--- src/rtl/fwd_hazard_unit.sv ---
// Forwarding and load-use hazard controller for the 5-stage pipeline.
// Keeps a shadow copy of the ID/EX, EX/MEM and MEM/WB destination/control fields.
module fwd_hazard_unit #(
  parameter int REG_AW = 5,
  parameter int CNT_W  = 16
) (
  input  logic              clk_i,
  input  logic              rst_i,
  input  logic [REG_AW-1:0] id_rs_i,
  input  logic [REG_AW-1:0] id_rt_i,
  input  logic [REG_AW-1:0] id_dest_i,
  input  logic              id_regwrite_i,
  input  logic              id_memread_i,
  input  logic              id_use_rs_i,
  input  logic              id_use_rt_i,
  input  logic              flush_i,
  output logic [1:0]        fwd_a_o,
  output logic [1:0]        fwd_b_o,
  output logic              stall_o,
  output logic [CNT_W-1:0]  stall_cnt_o
);

  logic [REG_AW-1:0] ex_rs_q, ex_rs_d;
  logic [REG_AW-1:0] ex_rt_q, ex_rt_d;
  logic [REG_AW-1:0] ex_dest_q, ex_dest_d;
  logic              ex_use_rs_q, ex_use_rs_d;
  logic              ex_use_rt_q, ex_use_rt_d;
  logic              ex_regwrite_q, ex_regwrite_d;
  logic              ex_memread_q, ex_memread_d;
  logic [REG_AW-1:0] mem_dest_q, mem_dest_d;
  logic              mem_regwrite_q, mem_regwrite_d;
  logic [REG_AW-1:0] wb_dest_q, wb_dest_d;
  logic              wb_regwrite_q, wb_regwrite_d;
  logic [CNT_W-1:0]  stall_cnt_q, stall_cnt_d;

  logic bubble;
  logic mem_hit_a, wb_hit_a, mem_hit_b, wb_hit_b;
  logic mem_valid, wb_valid;

  // Register 0 is hard-wired, so a write to it never produces a forwardable value.
  assign mem_valid = mem_regwrite_q && (mem_dest_q != '0);
  assign wb_valid  = wb_regwrite_q && (wb_dest_q != '0);

  assign mem_hit_a = ex_use_rs_q && mem_valid && (mem_dest_q == ex_rs_q);
  assign wb_hit_a  = ex_use_rs_q && wb_valid  && (wb_dest_q  == ex_rs_q);
  assign mem_hit_b = ex_use_rt_q && mem_valid && (mem_dest_q == ex_rt_q);
  assign wb_hit_b  = ex_use_rt_q && wb_valid  && (wb_dest_q  == ex_rt_q);

  assign fwd_a_o = mem_hit_a ? 2'b10 : (wb_hit_a ? 2'b01 : 2'b00);
  assign fwd_b_o = mem_hit_b ? 2'b10 : (wb_hit_b ? 2'b01 : 2'b00);

  assign stall_o = ex_memread_q && (ex_dest_q != '0) && !flush_i &&
                   ((id_use_rs_i && (ex_dest_q == id_rs_i)) ||
                    (id_use_rt_i && (ex_dest_q == id_rt_i)));

  assign stall_cnt_o = stall_cnt_q;
  assign bubble      = stall_o || flush_i;

  always_comb begin
    ex_rs_d        = bubble ? '0 : id_rs_i;
    ex_rt_d        = bubble ? '0 : id_rt_i;
    ex_dest_d      = bubble ? '0 : id_dest_i;
    ex_use_rs_d    = bubble ? 1'b0 : id_use_rs_i;
    ex_use_rt_d    = bubble ? 1'b0 : id_use_rt_i;
    ex_regwrite_d  = bubble ? 1'b0 : id_regwrite_i;
    ex_memread_d   = bubble ? 1'b0 : id_memread_i;
    mem_dest_d     = ex_dest_q;
    mem_regwrite_d = ex_regwrite_q;
    wb_dest_d      = mem_dest_q;
    wb_regwrite_d  = mem_regwrite_q;
    stall_cnt_d    = stall_cnt_q;
    if (stall_o && (stall_cnt_q != '1)) begin
      stall_cnt_d = stall_cnt_q + CNT_W'(1);
    end
  end

  always_ff @(posedge clk_i or negedge rst_i) begin
    if (!rst_i) begin
      ex_rs_q        <= '0;
      ex_rt_q        <= '0;
      ex_dest_q      <= '0;
      ex_use_rs_q    <= 1'b0;
      ex_use_rt_q    <= 1'b0;
      ex_regwrite_q  <= 1'b0;
      ex_memread_q   <= 1'b0;
      mem_dest_q     <= '0;
      mem_regwrite_q <= 1'b0;
      wb_dest_q      <= '0;
      wb_regwrite_q  <= 1'b0;
      stall_cnt_q    <= '0;
    end else begin
      ex_rs_q        <= ex_rs_d;
      ex_rt_q        <= ex_rt_d;
      ex_dest_q      <= ex_dest_d;
      ex_use_rs_q    <= ex_use_rs_d;
      ex_use_rt_q    <= ex_use_rt_d;
      ex_regwrite_q  <= ex_regwrite_d;
      ex_memread_q   <= ex_memread_d;
      mem_dest_q     <= mem_dest_d;
      mem_regwrite_q <= mem_regwrite_d;
      wb_dest_q      <= wb_dest_d;
      wb_regwrite_q  <= wb_regwrite_d;
      stall_cnt_q    <= stall_cnt_d;
    end
  end

endmodule

--- config.mk ---
export PLATFORM = sky130hd
export DESIGN_NAME = fwd_hazard_unit
export DESIGN_NICKNAME = d
export VERILOG_FILES = /design/src/rtl/fwd_hazard_unit.sv
export SDC_FILE = /design/constraint.sdc
export NUM_CORES = 1
export LEC_CHECK = 0
export BUFFER_PORTS_ARGS = -buffer_cell sky130_fd_sc_hd__buf_2
export CORE_MARGIN = 2
export CORE_UTILIZATION = 25
export DETAILED_ROUTE_END_ITERATION = 12
export MAX_ROUTING_LAYER = met4
export PLACE_DENSITY = 0.43
export SETUP_SLACK_MARGIN = 0.15
export SYNTH_ARGS = -nofsm -noshare
export SYNTH_HDL_FRONTEND = slang
export SYNTH_SLANG_ARGS = --single-unit
--- constraint.sdc ---
create_clock -name clk_i -period 5.5 [get_ports clk_i]
set_clock_uncertainty 0.05 [all_clocks]
set_input_delay 1.1 -clock clk_i [delete_from_list [all_inputs] [get_ports clk_i]]
set_output_delay 1.1 -clock clk_i [all_outputs]
set_load 0.01 [all_outputs]
# Word-level counts from Yosys, hierarchy flattened
# Index checks and enable logic that the tools add are counted.
# op_classes
n_addsub	1
eq_ne	7
mux	11
reduce_logical	22
# op_table
op	count
$eq A5 B5 Y1	6
$add A16 B1 Y16 const B	1
$logic_and A1 B1 Y1	16
$ne A16 B16 Y1 const B	1
$mux W5	3
$reduce_bool A5 Y1	3
$mux W1	6
$mux W2	2
$logic_or A1 B1 Y1	2
$logic_not A1 Y1	1
# word_totals
ff_bits	47
in_bits	22
output_inout_bits	21
word_cells	53

# Longest topological paths before layout
# logic_depth
ltp_word	6
ltp_mapped	6

# Worst setup path after synthesis
# Ideal clock, no wire load.
# synth_timing
path_type	input to output
from	input id_rt_i[0]
to	output stall_o
arrival_time_ns	2.101
path_slack_ns	2.249
path_stages	5
n_path_buf	1
cell_sequence	xnor2_1 -> nand4_1 -> o22ai_2 -> buf_2 -> and2_2
# synth_between
elab_chain_cells	4
# synth_rtl
element	line_no	text
start, declared	10	input logic [REG_AW-1:0] id_rt_i,
$eq A5 B5 Y1	54	(id_use_rt_i && (ex_dest_q == id_rt_i)));
$logic_and A1 B1 Y1	54	
$logic_or A1 B1 Y1	53	((id_use_rs_i && (ex_dest_q == id_rs_i)) ||
$logic_and A1 B1 Y1	52	assign stall_o = ex_memread_q && (ex_dest_q != '0) && !flush_i &&
end, declared	19	output logic stall_o,
# Every way passes these cells.

# Worst setup path after layout
# Same ends and word-level chain as after synthesis.

==> impl_summary.md <==
Floorplanning
For this design the top-level I/O count stands at 43. The floorplan has 33 rows. The core area is around 8300 µm².

The initial standard-cell utilization of the core is 26.1%. From left edge to right edge, the die measures 97.1 µm. The die is 97.1 µm tall. The die area is roughly 9400 µm².

Power
The leakage power is 0.00117 µW. The worst-case IR drop observed on VDD is 0.000121 V. The power density normalized to cell area is ~280 nW/µm².

Clock network
The CTS tree is yes. The register clock-pin slew on the reported worst setup and hold paths is 0.09 ns. The number of hold buffers added after CTS was 0. The count of buffers added by post-CTS timing repair for setup is 0.

The clock latency on the worst-skew pair is 0.29 ns. Post-CTS repair changed the size of 0 cells. The number of levels in the clock H-tree is 2. The clock passes through at most 2 buffers. Counting every sink on the clock net gives 47. The buffer cell driving the clock tree root is clkbuf_8. The total clock buffers created by CTS is 5.

Drt
Dividing the detail-routed wire length by the instance count gives roughly 14 µm. The total via count after detailed routing is 1450. The routed design has 4630 µm of wire.

The detail route stage leaves a number of antenna-violating nets equal to 0. For this run, design rule violations remaining after detail routing come to 0. The detailed router finished its first iteration with 63 violations.

Dividing the detail-routed via count by the number of cells gives around 4.3. The first detailed-routing pass ran for 4 iterations.

Worst setup path
The most prevalent standard cell on the critical path is buf_2. Counting buffers and inverters, the worst setup path is 6 cells deep. The worst stage delay on the critical path is 0.69 ns.

The startpoint-to-endpoint class of the critical path is input port to output pin. Walking the worst path, the cells encountered are buf_2 > xnor2_1 > nand4_1 > o22ai_2 > and2_2 > buf_2. The arrival time at the worst endpoint is approximately 2.6 ns.

The depth of the most critical reg-to-reg path is 5. The critical path contains buffers and inverters numbering 2 combined. In this design, the largest share of critical-path delay is due to compound AO/OA/AOI/OAI gates.

For the worst setup path, the data required time is 4.35 ns. The kind of start point of the critical path is an input port. Among all stages on the critical path, the largest delay is contributed by o22ai_2. In this run the worst path has a maximum fanout of 18. The worst setup path is captured at an output pin.

Status
The run finished with clean final reports.

Yosys
The distinct cell type count of the synthesized netlist is 30. The sequential cell area fraction in the yosys report is 54.3%. Among all flip-flop cells after synthesis, the most frequent one is dfrtp_1. After synthesis, the mean cell area works out to 11.7 µm². The share of flip-flops with an asynchronous set or reset is 100%. The synthesized design devotes to its leading area cell type 54.3% of total area.

Synthesis produced a netlist whose cell count is 185. Sorting the synthesized cells by area gives the leading types as dfrtp_1 (54%), xnor2_1 (15%), and2_2 (5.9%). The number of nets handed over by synthesis was 208. During synthesis, Yosys emitted a total of 0 warnings. The count of flip-flops with a built-in enable after synthesis is 0.

The total standard cell area after synthesis is 2170 µm². Counting flops and latches in the post-synthesis netlist gives 47. The biggest area contributor in the post-synthesis netlist is dfrtp_1.

Min path
The worst hold path was traced through 0 stages. In this run the worst hold path is classified as register to register.

Global route
The first global-routing pass estimated 7850 µm of wire. Summed over all layers, the global routing overflow is 0. The maximum number of pins on one net before global-route repair is 48. The via count of the first global-routing pass is 1530. The number of antenna violations at the first check in global routing is 0. Across every metal layer, demand over resource in global routing totals 10.8%.

STA
The max-slew violation total from the final report is 0. For the final routed database, the setup TNS stands at 0 ns. Setup repair after global routing left no endpoint under its margin. The upper clock frequency limit is 0.266 GHz. The count of final hold-check violations came to 0. The transition time at the pin with the least slew margin is 1.03 ns. The number of endpoints failing setup at the final stage is 0. The final worst-path cycle share is between 60% and 70%.

For the finished layout, the period the worst path requires is around 3.8 ns. The tightest slew margin relative to the limit is 31.3%.

Flow run
The tool flagged a number of max-cap violations equal to 0.

Placed design
The placed wire-length estimate after detailed placement is between 3000 and 4000 µm. The count of input and output buffers is 42. The congestion estimate from routability-driven global placement came to 0.750.

Finish
The share of layout cells above drive strength 1 is between 30% and 40%. The net count reported at finish is ~250. Once layout is complete, the utilization of the core stands at a little under a third. The repair_antennas step left the layout with diodes totalling 0. The area growth from synthesis to layout is 20.6%.
[Yosys cell counts, drive strengths merged (4+ instances only)]
library cell  instances
nand2                 9
nand3                13
buf                   4
dfrtp                47
xnor2                36
and2                 20
nor2                  5
nand4                10
xor2                  8
nor3                  8
[layout by cell type (no fill, tap or decap), types with 2 or more instances in the layout]
| cell | Yosys | layout |
|---|---|---|
| nor2_1 | 5 | 5 |
| bufinv_16 | 0 | 2 |
| and2_2 | 17 | 17 |
| xnor2_1 | 36 | 36 |
| nor4_1 | 3 | 3 |
| o21ai_0 | 2 | 2 |
| and3_1 | 3 | 3 |
| nor3_1 | 8 | 8 |
| nand2_1 | 9 | 9 |
| a21oi_1 | 2 | 2 |
| buf_2 | 1 | 42 |
| nand4_1 | 10 | 10 |
| and2_1 | 3 | 3 |
| nand3_1 | 13 | 13 |
| clkbuf_8 | 0 | 5 |
| and4_1 | 2 | 2 |
| or4_1 | 2 | 2 |
| xor2_1 | 8 | 8 |
| dfrtp_1 | 47 | 47 |
[power breakdown]
part | internal, µW | switching, µW | leakage [µW] | total, µW
clock network | 181 | 120 | 0.0000644 | 302
logic | 30.9 | 29.6 | 0.000483 | 60.5
registers | 359 | 15.0 | 0.000623 | 374
total | 571 | 165 | 0.00117 | 736
[worst register-to-register path: cells and delay by family, from the launching register on]
kind / cells / cell delay [ns]
xor gates and xnor gates: 1 / 0.22
muxes: 1 / 0.32
and+or+nand+nor: 2 / 0.36
DFF: 1 / 0.46
AOI/OAI and AO/OA: 1 / 0.69
[layout make-up]
type	count	area [µm²]
Multi-Input combinational cell	133	955
Inverter	1	3.75
Fill cell	853	5690
Clock inverter	3	67.6
Tap cell	105	131
Clock buffer	5	68.8
Sequential cell	47	1180
Timing Repair Buffer	42	210
[final timing paths]
check / startpoint / end / slack, ns
worst min register to register: ex_regwrite_q / mem_regwrite_q / 0.30
worst min-delay path: ex_regwrite_q / mem_regwrite_q / 0.30
min in group asynchronous: rst_i / ex_dest_q[2] / 0.93
max in group asynchronous: rst_i / stall_cnt_o[13] / 3.84
worst max-delay path: id_rt_i[0] / stall_o / 1.74
worst max register to register: ex_dest_q[0] / stall_cnt_o[1] / 3.30
[kinds of logic after synthesis]
group,count (synthesis),synth area share (%)
compound gates,9,3.81
fa+ha+maj,1,0.578
simple gates,78,21.4
buf+inv,5,1.62
xor+xnor,44,17.8
mux,1,0.520
flops,47,54.3
[metal layers]
metal  up-vias  share of wire [%]  wire, µm  track usage [%]
li1        722                  -         -                -
met1       705                 48      2230             13.8
met2        21                 49      2250             17.3
met3         2                2.1        98             1.80
met4         0                1.0        47             3.90
met5         -                  0         0                -
[registers in the layout, summed over array words and instances (netlist names)]
signal and cells:
ex_use_rs_q 1, ex_regwrite_q 1, ex_dest_q 5, wb_regwrite_q 1, wb_dest_q 5, ex_use_rt_q 1, ex_rt_q 5, stall_cnt_o 16
mem_dest_q 5, mem_regwrite_q 1, ex_rs_q 5, ex_memread_q 1
[per-stage QoR]
stage / power [µW] / setup slack (ns) / cells / hold slack (ns) / cell area, µm²
2_1_floorplan: 416 / 2.25 / 185 / 0.281 / 2170
3_3_place_gp: 443 / 1.74 / 328 / 0.288 / 2480
3_5_place_dp: 444 / 1.69 / 328 / 0.286 / 2480
4_1_cts: 748 / 1.68 / 336 / 0.306 / 2610
5_1_grt: 772 / 1.60 / 336 / 0.310 / 2610
6_report: 736 / 1.74 / 336 / 0.303 / 2610
Note: power is estimated with default switching activity, not from simulation.
